--- src/rtl/pursuit_ram_loader.sv ---
// pursuit_ram_loader
//
// Fills one of the pursuit processor's on-chip RAMs from an external byte
// stream, or zero-fills it without consuming input. Bytes are assembled into
// words (order set by BIG_ENDIAN) and written to consecutive addresses
// starting at 0 in the selected target RAM.
//
// Ports:
//   i_clock          single clock, rising edge
//   i_reset          synchronous active-high reset
//   i_start          job request, sampled only while idle
//   i_channel        target RAM index, sampled with i_start
//   i_mode           0: stream load, 1: zero fill; sampled with i_start
//   i_word_count     number of words to write, sampled with i_start
//   i_byte_valid     input byte present
//   i_byte_data      input byte
//   o_byte_ready     loader accepts a byte (transfer when valid & ready)
//   o_ram_write_en   one-hot write strobe, one bit per target RAM
//   o_ram_write_addr write address
//   o_ram_write_data write data
//   o_busy           job in progress
//   o_done           one-cycle job-complete pulse
//   o_error          qualifies o_done: job was rejected
module pursuit_ram_loader #(
  parameter int WORD_WIDTH   = 32,
  parameter int ADDR_WIDTH   = 12,
  parameter int NUM_CHANNELS = 3,
  parameter bit BIG_ENDIAN   = 1'b1
) (
  input  logic                            i_clock,
  input  logic                            i_reset,
  input  logic                            i_start,
  input  logic [$clog2(NUM_CHANNELS)-1:0] i_channel,
  input  logic                            i_mode,
  input  logic [ADDR_WIDTH:0]             i_word_count,
  input  logic                            i_byte_valid,
  input  logic [7:0]                      i_byte_data,
  output logic                            o_byte_ready,
  output logic [NUM_CHANNELS-1:0]         o_ram_write_en,
  output logic [ADDR_WIDTH-1:0]           o_ram_write_addr,
  output logic [WORD_WIDTH-1:0]           o_ram_write_data,
  output logic                            o_busy,
  output logic                            o_done,
  output logic                            o_error
);

  localparam int BPW  = WORD_WIDTH / 8;
  localparam int CH_W = $clog2(NUM_CHANNELS);
  localparam int BC_W = (BPW > 1) ? $clog2(BPW) : 1;
  localparam logic [BC_W-1:0]     LAST_BYTE = BC_W'(BPW - 1);
  localparam logic [ADDR_WIDTH:0] MAX_WORDS = {1'b1, {ADDR_WIDTH{1'b0}}};
  localparam logic [ADDR_WIDTH:0] ONE_WORD  = (ADDR_WIDTH + 1)'(1);

  typedef enum logic [1:0] {S_IDLE, S_FILL, S_ZERO, S_DONE} state_t;

  state_t                  r_state,      w_state_next;
  logic [CH_W-1:0]         r_chan,       w_chan_next;
  logic [ADDR_WIDTH-1:0]   r_last,       w_last_next;      // address of final word
  logic [ADDR_WIDTH-1:0]   r_addr,       w_addr_next;      // next address to write
  logic [ADDR_WIDTH-1:0]   r_fill_idx,   w_fill_idx_next;  // word being assembled
  logic [BC_W-1:0]         r_byte_cnt,   w_byte_cnt_next;
  logic [WORD_WIDTH-1:0]   r_asm,        w_asm_next;
  logic                    r_pending,    w_pending_next;   // assembled word awaits write
  logic                    r_reject,     w_reject_next;
  logic                    r_byte_ready, w_byte_ready_next;
  logic [NUM_CHANNELS-1:0] r_wr_en,      w_wr_en_next;
  logic [ADDR_WIDTH-1:0]   r_wr_addr,    w_wr_addr_next;
  logic [WORD_WIDTH-1:0]   r_wr_data,    w_wr_data_next;
  logic                    r_busy,       w_busy_next;
  logic                    r_done,       w_done_next;
  logic                    r_error,      w_error_next;

  logic                    w_accept;
  logic                    w_bad_req;
  logic [WORD_WIDTH-1:0]   w_asm_shift;
  logic [NUM_CHANNELS-1:0] w_chan_onehot;

  assign w_accept  = r_byte_ready & i_byte_valid;
  assign w_bad_req = ({1'b0, i_channel} >= (CH_W + 1)'(NUM_CHANNELS)) ||
                     (i_word_count > MAX_WORDS);

  // Byte insertion: big-endian shifts toward the MSB so the first byte ends
  // up on top; little-endian shifts toward the LSB so it ends up at [7:0].
  generate
    if (BIG_ENDIAN) begin : g_big
      assign w_asm_shift = (r_asm << 8) | WORD_WIDTH'(i_byte_data);
    end else begin : g_little
      assign w_asm_shift = (r_asm >> 8) | (WORD_WIDTH'(i_byte_data) << (WORD_WIDTH - 8));
    end
  endgenerate

  for (genvar gi = 0; gi < NUM_CHANNELS; gi++) begin : g_onehot
    assign w_chan_onehot[gi] = (r_chan == CH_W'(gi));
  end

  always_comb begin
    w_state_next      = r_state;
    w_chan_next       = r_chan;
    w_last_next       = r_last;
    w_addr_next       = r_addr;
    w_fill_idx_next   = r_fill_idx;
    w_byte_cnt_next   = r_byte_cnt;
    w_asm_next        = r_asm;
    w_pending_next    = r_pending;
    w_reject_next     = r_reject;
    w_byte_ready_next = r_byte_ready;
    w_wr_en_next      = '0;
    w_wr_addr_next    = r_wr_addr;
    w_wr_data_next    = r_wr_data;
    w_busy_next       = r_busy;
    w_done_next       = 1'b0;
    w_error_next      = 1'b0;

    case (r_state)
      S_IDLE: begin
        if (i_start) begin
          w_chan_next     = i_channel;
          w_last_next     = ADDR_WIDTH'(i_word_count - ONE_WORD);
          w_addr_next     = '0;
          w_fill_idx_next = '0;
          w_byte_cnt_next = '0;
          w_pending_next  = 1'b0;
          w_reject_next   = w_bad_req;
          if (w_bad_req || (i_word_count == '0)) begin
            w_state_next = S_DONE;
          end else if (i_mode) begin
            w_state_next = S_ZERO;
            w_busy_next  = 1'b1;
          end else begin
            w_state_next      = S_FILL;
            w_busy_next       = 1'b1;
            w_byte_ready_next = 1'b1;
          end
        end
      end

      S_FILL: begin
        // Write the word completed on the previous edge; runs in parallel
        // with assembly of the next word.
        if (r_pending) begin
          w_pending_next = 1'b0;
          w_wr_en_next   = w_chan_onehot;
          w_wr_addr_next = r_addr;
          w_wr_data_next = r_asm;
          if (r_addr == r_last) begin
            w_state_next = S_DONE;
          end else begin
            w_addr_next = r_addr + ADDR_WIDTH'(1);
          end
        end
        if (w_accept) begin
          w_asm_next = w_asm_shift;
          if (r_byte_cnt == LAST_BYTE) begin
            w_byte_cnt_next = '0;
            w_pending_next  = 1'b1;
            // Stop taking bytes as soon as the final word is complete.
            if (r_fill_idx == r_last) begin
              w_byte_ready_next = 1'b0;
            end else begin
              w_fill_idx_next = r_fill_idx + ADDR_WIDTH'(1);
            end
          end else begin
            w_byte_cnt_next = r_byte_cnt + BC_W'(1);
          end
        end
      end

      S_ZERO: begin
        w_wr_en_next   = w_chan_onehot;
        w_wr_addr_next = r_addr;
        w_wr_data_next = '0;
        if (r_addr == r_last) begin
          w_state_next = S_DONE;
        end else begin
          w_addr_next = r_addr + ADDR_WIDTH'(1);
        end
      end

      S_DONE: begin
        w_done_next       = 1'b1;
        w_error_next      = r_reject;
        w_busy_next       = 1'b0;
        w_byte_ready_next = 1'b0;
        w_state_next      = S_IDLE;
      end

      default: w_state_next = S_IDLE;
    endcase
  end

  always_ff @(posedge i_clock) begin
    if (i_reset) begin
      r_state      <= S_IDLE;
      r_chan       <= '0;
      r_last       <= '0;
      r_addr       <= '0;
      r_fill_idx   <= '0;
      r_byte_cnt   <= '0;
      r_asm        <= '0;
      r_pending    <= 1'b0;
      r_reject     <= 1'b0;
      r_byte_ready <= 1'b0;
      r_wr_en      <= '0;
      r_wr_addr    <= '0;
      r_wr_data    <= '0;
      r_busy       <= 1'b0;
      r_done       <= 1'b0;
      r_error      <= 1'b0;
    end else begin
      r_state      <= w_state_next;
      r_chan       <= w_chan_next;
      r_last       <= w_last_next;
      r_addr       <= w_addr_next;
      r_fill_idx   <= w_fill_idx_next;
      r_byte_cnt   <= w_byte_cnt_next;
      r_asm        <= w_asm_next;
      r_pending    <= w_pending_next;
      r_reject     <= w_reject_next;
      r_byte_ready <= w_byte_ready_next;
      r_wr_en      <= w_wr_en_next;
      r_wr_addr    <= w_wr_addr_next;
      r_wr_data    <= w_wr_data_next;
      r_busy       <= w_busy_next;
      r_done       <= w_done_next;
      r_error      <= w_error_next;
    end
  end

  assign o_byte_ready     = r_byte_ready;
  assign o_ram_write_en   = r_wr_en;
  assign o_ram_write_addr = r_wr_addr;
  assign o_ram_write_data = r_wr_data;
  assign o_busy           = r_busy;
  assign o_done           = r_done;
  assign o_error          = r_error;

endmodule

--- config.mk ---
export PLATFORM = sky130hd
export DESIGN_NAME = pursuit_ram_loader
export DESIGN_NICKNAME = d
export VERILOG_FILES = /design/src/rtl/pursuit_ram_loader.sv
export SDC_FILE = /design/constraint.sdc
export NUM_CORES = 1
export LEC_CHECK = 0
export ABC_AREA = 1
export CORE_MARGIN = 1
export CORE_UTILIZATION = 58
export DETAILED_ROUTE_END_ITERATION = 6
export PLACE_DENSITY = 0.87
export RECOVER_POWER = 100
export SLEW_MARGIN = 5
export SYNTH_ARGS = -nofsm -noshare
export SYNTH_HDL_FRONTEND = slang
export SYNTH_SLANG_ARGS = --single-unit
--- constraint.sdc ---
create_clock -name i_clock -period 3.45 [get_ports i_clock]
set_input_delay 0.5175 -clock i_clock [delete_from_list [all_inputs] [get_ports i_clock]]
set_output_delay 0.5175 -clock i_clock [all_outputs]
set_load 0.02 [all_outputs]
==> metrics.txt <==
die area=10700 um^2; synth unique cells=41; WP data required=3900 ps; Final Util=0.736; DIE WIDTH=104 um; Critical Path Fanout Max=11; Hold Crit Class=reg -> reg; Hold Path Origin=r_chan[1]; DP Worst Slack=1210 ps; Final Skew=7.74 ps; first-pass GRT wire length=26.8 mm; headroom to the max-slew limit=0.242; final WL=16.1 mm; CTS clk-pin slew, worst paths=70 ps; FP Rows=36; number of I/O port buffers=78; routed vias/inst=5.72; Least-Margin Pin Slew=1140 ps; post-route cell area=7260 um^2; area fraction in compound gates after synthesis=0.139; Max Root-Sink Buffers=2; syn_nets=877; share of layout cells above drive strength 1=0.0780; Antenna diodes=0; wire length per cell=15.5 um; cell mode on critical path=nand2_1; layout overhead on the synthesized area=21.5%; vias in the first global route=5722; 1st-iter DRT viols=532; syn avg cell area=7.12 um^2; count of final setup violators=0; Adder-Cell Fraction of Synth Area=0.0209; DP Area=6750 um^2; Leakage=0.00311 uW; First-pass DRT Iterations=6; post-cts sizing count=0; critical path endpoint category=flop; buffer count from post-CTS setup fixing=0; Worst IR Drop VDD=0.466 mV; Post-Synth XOR/XNOR Area=0.0352; setup TNS after final layout=0 ps; grt ovf=0; Critical Path Source=r_addr[3]; via count=5961; setup ws final=820 ps; hold buffers post-CTS=0; max_cap viols=0; Die Y=104 um; root buffer cell=clkbuf_8; CTS tree=yes; DP Wirelength=10.1 mm; Tmin final=2630 ps; I/O pins=79; status=complete, no violations; H-tree lvl count=4; P per Cell Area=667 nW/um^2; Inserted Clock Buffers=17; Mapped Area=5980 um^2; Yosys warning count=0; Clock Sinks=127; worst-skew pair later-pin latency=530 ps; crit path cell chain=xnor2_1 > nand2_1 > nor2_1 > nand4_1 > nand2_1 > nand2_1 > a21oi_2; RSZ-0062 raised after global routing=no; antenna-violating nets left=0; gpl congestion=0.899; post-synthesis mux area share=0; initial core utilization=0.606; antenna violations before repair=0; main combinational cell family by area after synthesis=simple AND/OR/NAND/NOR gates; Remaining DRCs=0; crit share post-route=0.762; GR Util All Layers=0.309; Fin. Hold Viols=0; core box area=9860 um^2; final max-slew violation count=0; Critical Path Slowest Stage Cell=nand2_1; startpoint types=flop; worst r2r src=r_addr[3]; flops & latches, synth=127; CP Class=reg -> reg; simple-gate share of the synthesized area=0.295; Crit path largest cell delay=690 ps; Nets=935; sequential fraction of the synthesis area=0.425; Gate Count Post-Synth=839; pin count of the biggest net entering global routing=56; # fillers=715; critical path arrival=3080 ps; FMAX=380 MHz
[sequential cells by signal, indices dropped and copies added, names as in the netlist, 2 cells and up]
name	count
r_fill_idx	12
o_ram_write_addr	12
r_state	2
r_asm	32
r_chan	2
r_byte_cnt	2
o_ram_write_en	3
r_last	12
o_ram_write_data	32
r_addr	12
[final timing paths]
path / endpoint / slack (ps) / cells past startpoint
worst max-delay path: r_addr[6] / 820 / 7
worst min register to register: o_ram_write_en[0] / 430 / 1
worst min-delay path: o_ram_write_en[0] / 430 / 1
worst max register to register: r_addr[6] / 820 / 7
[worst max-delay path, delay by kind of cell, from the launching register on]
| family | cells | cell delay (ps) |
|---|---|---|
| AO/OA/AOI/OAI | 1 | 160 |
| XOR/XNOR | 1 | 170 |
| flip-flops | 1 | 560 |
| AND/OR/NAND/NOR | 5 | 1660 |
[final cells by class]
cell class,instances,area [um^2],share of cell area
Tap cell,133,166,0.0229
Clock buffer,17,414,0.0570
Sequential cell,127,2540,0.350
Inverter,74,280,0.0386
Clock inverter,15,158,0.0217
Timing Repair Buffer,84,833,0.115
Multi-Input combinational cell,593,2870,0.395
[placed cells by master (no fill, tap or decap), types with 2 or more instances in the layout]
| master | instances |
|---|---|
| nor3_1 | 7 |
| buf_4 | 5 |
| inv_6 | 7 |
| o21ai_0 | 69 |
| dlygate4sd3_1 | 52 |
| a31oi_1 | 4 |
| a21oi_1 | 71 |
| inv_8 | 5 |
| xnor2_1 | 8 |
| inv_2 | 6 |
| nor4_1 | 2 |
| nor2_2 | 4 |
| nor2_4 | 2 |
| clkbuf_16 | 16 |
| nor2_1 | 135 |
| dfxtp_1 | 127 |
| clkdlybuf4s50_1 | 25 |
| nand3_1 | 65 |
| nand4_1 | 13 |
| inv_1 | 67 |
| a21oi_2 | 3 |
| nor3_2 | 2 |
| ha_1 | 10 |
| xor2_1 | 16 |
| nand2_2 | 12 |
| nand2_1 | 160 |
| clkinv_8 | 2 |
[Yosys cell counts (all sizes together)]
master	count	area, um^2
o21bai	1	7.51
nor2	141	557
and3	1	6.26
dfxtp	127	2540
o211a	1	10.0
nand3	66	340
o211ai	1	7.51
clkbuf	26	98.8
or2	2	12.5
buf	19	129
nand2	172	691
nor4	2	12.5
nand4	13	87.6
inv	74	280
o31ai	1	7.51
xor2	16	140
xnor2	8	70.1
o221ai	1	8.76
o21ai	70	354
ha	10	125
nor3	9	55.1
a31oi	4	25.0
a21oi	74	408
[through the flow]
stage          hold WS, ps  total power (uW)  instances
6_report               430              4840       1043
5_1_grt                449              5060       1043
4_1_cts                420              4850       1043
3_5_place_dp           410              3120       1011
3_3_place_gp           407              3090       1011
2_1_floorplan          399              2780        839
[metal layers]
layer / share of wire / global-route usage / vias up / routed length [um]
met4: 0.032 / 0.159 / 0 / 521
met2: 0.46 / 0.496 / 342 / 7440
met5: 0 / 0 / - / 0
li1: - / - / 2822 / -
met1: 0.42 / 0.398 / 2728 / 6740
met3: 0.090 / 0.0560 / 69 / 1450
[logic make-up after synthesis]
family | count (synthesis)
and+or+nand+nor | 406
AOI/OAI and AO/OA | 153
DFF | 127
buffers and inverters | 119
xor gates and xnor gates | 24
adders and majority gates | 10
[where the power goes]
| part | switching, uW | internal, uW | leakage [uW] |
|---|---|---|---|
| logic | 929 | 406 | 0.00180 |
| registers | 154 | 1630 | 0.00103 |
| clock network | 790 | 935 | 0.000280 |
| total | 1870 | 2970 | 0.00311 |
Note: power is estimated with default switching activity, not from simulation.
==> RTL change: new RTL, same flow settings <==
Encoding of `state_t`: now one-hot (4 bits for 4 states).
--- a/src/rtl/pursuit_ram_loader.sv
+++ b/src/rtl/pursuit_ram_loader.sv
@@ -52,5 +52,5 @@
   localparam logic [ADDR_WIDTH:0] ONE_WORD  = (ADDR_WIDTH + 1)'(1);
 
-  typedef enum logic [1:0] {S_IDLE, S_FILL, S_ZERO, S_DONE} state_t;
+  typedef enum logic [3:0] {S_IDLE = 4'b0001, S_FILL = 4'b0010, S_ZERO = 4'b0100, S_DONE = 4'b1000} state_t;
 
   state_t                  r_state,      w_state_next;
Behaviour: no difference found for any inputs over 10 cycles, from zero or initial values and one cycle with i_reset high; not proved beyond that.
==> RTL change against the unedited design <==
- worst setup slack got worse by 0.041 ns
- wire length decreased by 3.2%
- highest routed layer unchanged
- largest power group unchanged
- count of clock-buffer cells in the layout unchanged
- area after synthesis decreased by 2.3%
- design area decreased by 0.96%
- first-iteration DRC count decreased by 14%
- power increased by 3.9%
- sequential cell count increased by 2
==> RTL change: results (changes against the unedited design) <==
wl_met1_mm: 6.63  # -1.7%
clk_path_buf_depth: 2  # unchanged
grt.total_usage: 0.310  # +0.00133
grt_pass1_wl_mm: 25.2  # -6.1%
async_flop_share: 0  # unchanged
drive_gt1_frac: 0.0650  # -0.0131
max_slew_margin: 0.258  # +0.0157
cts_setup_buffers: 0  # unchanged
grt-ovfl-total: 0  # unchanged
ctsResizeCount: 0  # unchanged
synth_fp_nets: 818  # -6.7%
root_buffer: "clkbuf_8"
synth_common_cells: "dfxtp_1 (129), inv_1 (127), nand2_1 (124), a21oi_1 (83), nor2_1 (63)"
routabilityCongestion: 0.927  # +3.1%
antennaDiodeCount: 0  # unchanged
dpl_cell_area_um2: 6660  # -1.3%
dr_wl_met3_mm: 1.24  # -14%
yosysUniqueCellTypes: 37  # -9.8%
clock_latency_ns: 0.53  # about the same
first_pass_iters: 6  # unchanged
h-tree-depth: 4  # unchanged
leakagePower_uw: 0.00279  # -10%
yosys_warnings: 0  # unchanged
hold_viol: 0  # unchanged
top_layer: "met4"
cp.arrival_ns: 3.12  # +0.04 ns
grt_max_degree: 63  # +13%
finalNonFillerCells: 995  # -4.6%
status: "complete, no violations"
ys.flop_type: "dfxtp_1"
met2WireLength_mm: 7.36  # -1.0%
crit_fanout: 13  # +2
finalClockSkew_ns: 0.00767  # -0.0000738 ns
io_buffers: 78  # unchanged
avgSynthCellArea_um2: 7.44  # +4.4%
post-place-ws_ns: 1.18  # -0.0343 ns
ir_drop_mv: 0.400  # -14%
placed_cells: 963  # -4.7%
hold_class: "flip-flop to flip-flop"
drt_iter0_markers: 458  # -14%
drt-total-wl_mm: 15.6  # -3.2%
grt_pass1_vias: 5156  # -9.9%
num_vias: 5668  # -4.9%
synthTopCellsByArea: "dfxtp_1 (44%), inv_1 (8.2%), nand2_1 (8.0%)"
place.detailed.hpwl_mm: 9.64  # -4.3%
cts_buffers: 17  # unchanged
final_nets: 882  # -5.7%
clk_pin_slew_ns: 0.07  # about the same
antenna_found_initial: 0  # unchanged
ys_seq_area_frac: 0.442  # +0.0170
-- RTL change: path summary, 6_finish.rpt --
kind	start	to	slack, ns	cells after the start
hold / removal	o_ram_write_addr[8]	o_ram_write_addr[8]	0.45	2
hold reg to reg	o_ram_write_addr[8]	o_ram_write_addr[8]	0.45	2
setup reg to reg	r_state[3]	r_addr[3]	0.78	9
setup / recovery	r_state[3]	r_addr[3]	0.78	9
-- RTL change: kinds of logic after synthesis --
| group | count (synthesis) | synth area share |
|---|---|---|
| buffers and inverters | 175 | 0.119 |
| flip-flops | 129 | 0.442 |
| adder cells (fa/ha/maj) | 5 | 0.0107 |
| AND/OR/NAND/NOR | 261 | 0.202 |
| XOR/XNOR | 25 | 0.0375 |
| AO/OA/AOI/OAI | 190 | 0.188 |
-- RTL change: critical path, stage by stage, from the launching register on --
cell and delay [ns]:
dfxtp_1 0.34, nor2_1 0.17, nand3_1 0.44, nand2_1 0.33, nor2_1 0.11, nor2_4 0.14, nand2_1 0.38, nand2_1 0.40
nand2_1 0.11, a21oi_1 0.16
-- RTL change: metrics by stage --
stage,total power [µW],hold slack (ns)
floorplan,2940,0.422
global placement,3280,0.430
detailed placement,3340,0.440
CTS,5110,0.450
global route,5280,0.459
finish,5030,0.447
-- RTL change: layer usage --
layer	up-vias	global-route usage
met3	60	0.0595
met4	0	0.116
met1	2602	0.413
met2	317	0.500
li1	2689	-
met5	-	0
-- RTL change: area by class of cell --
class	count	area, µm²
tap	133	166
timing repair buffer	84	826
fill	722	2580
clock buffer	17	414
multi-input combinational	481	2530
sequential	129	2580
inverter	136	510
clock inverter	15	164
-- RTL change: where the power goes --
part | switching, µW | leakage (µW) | internal [µW]
logic | 965 | 0.00147 | 472
clock network | 768 | 0.000278 | 995
registers | 158 | 0.00104 | 1670
total | 1890 | 0.00279 | 3140
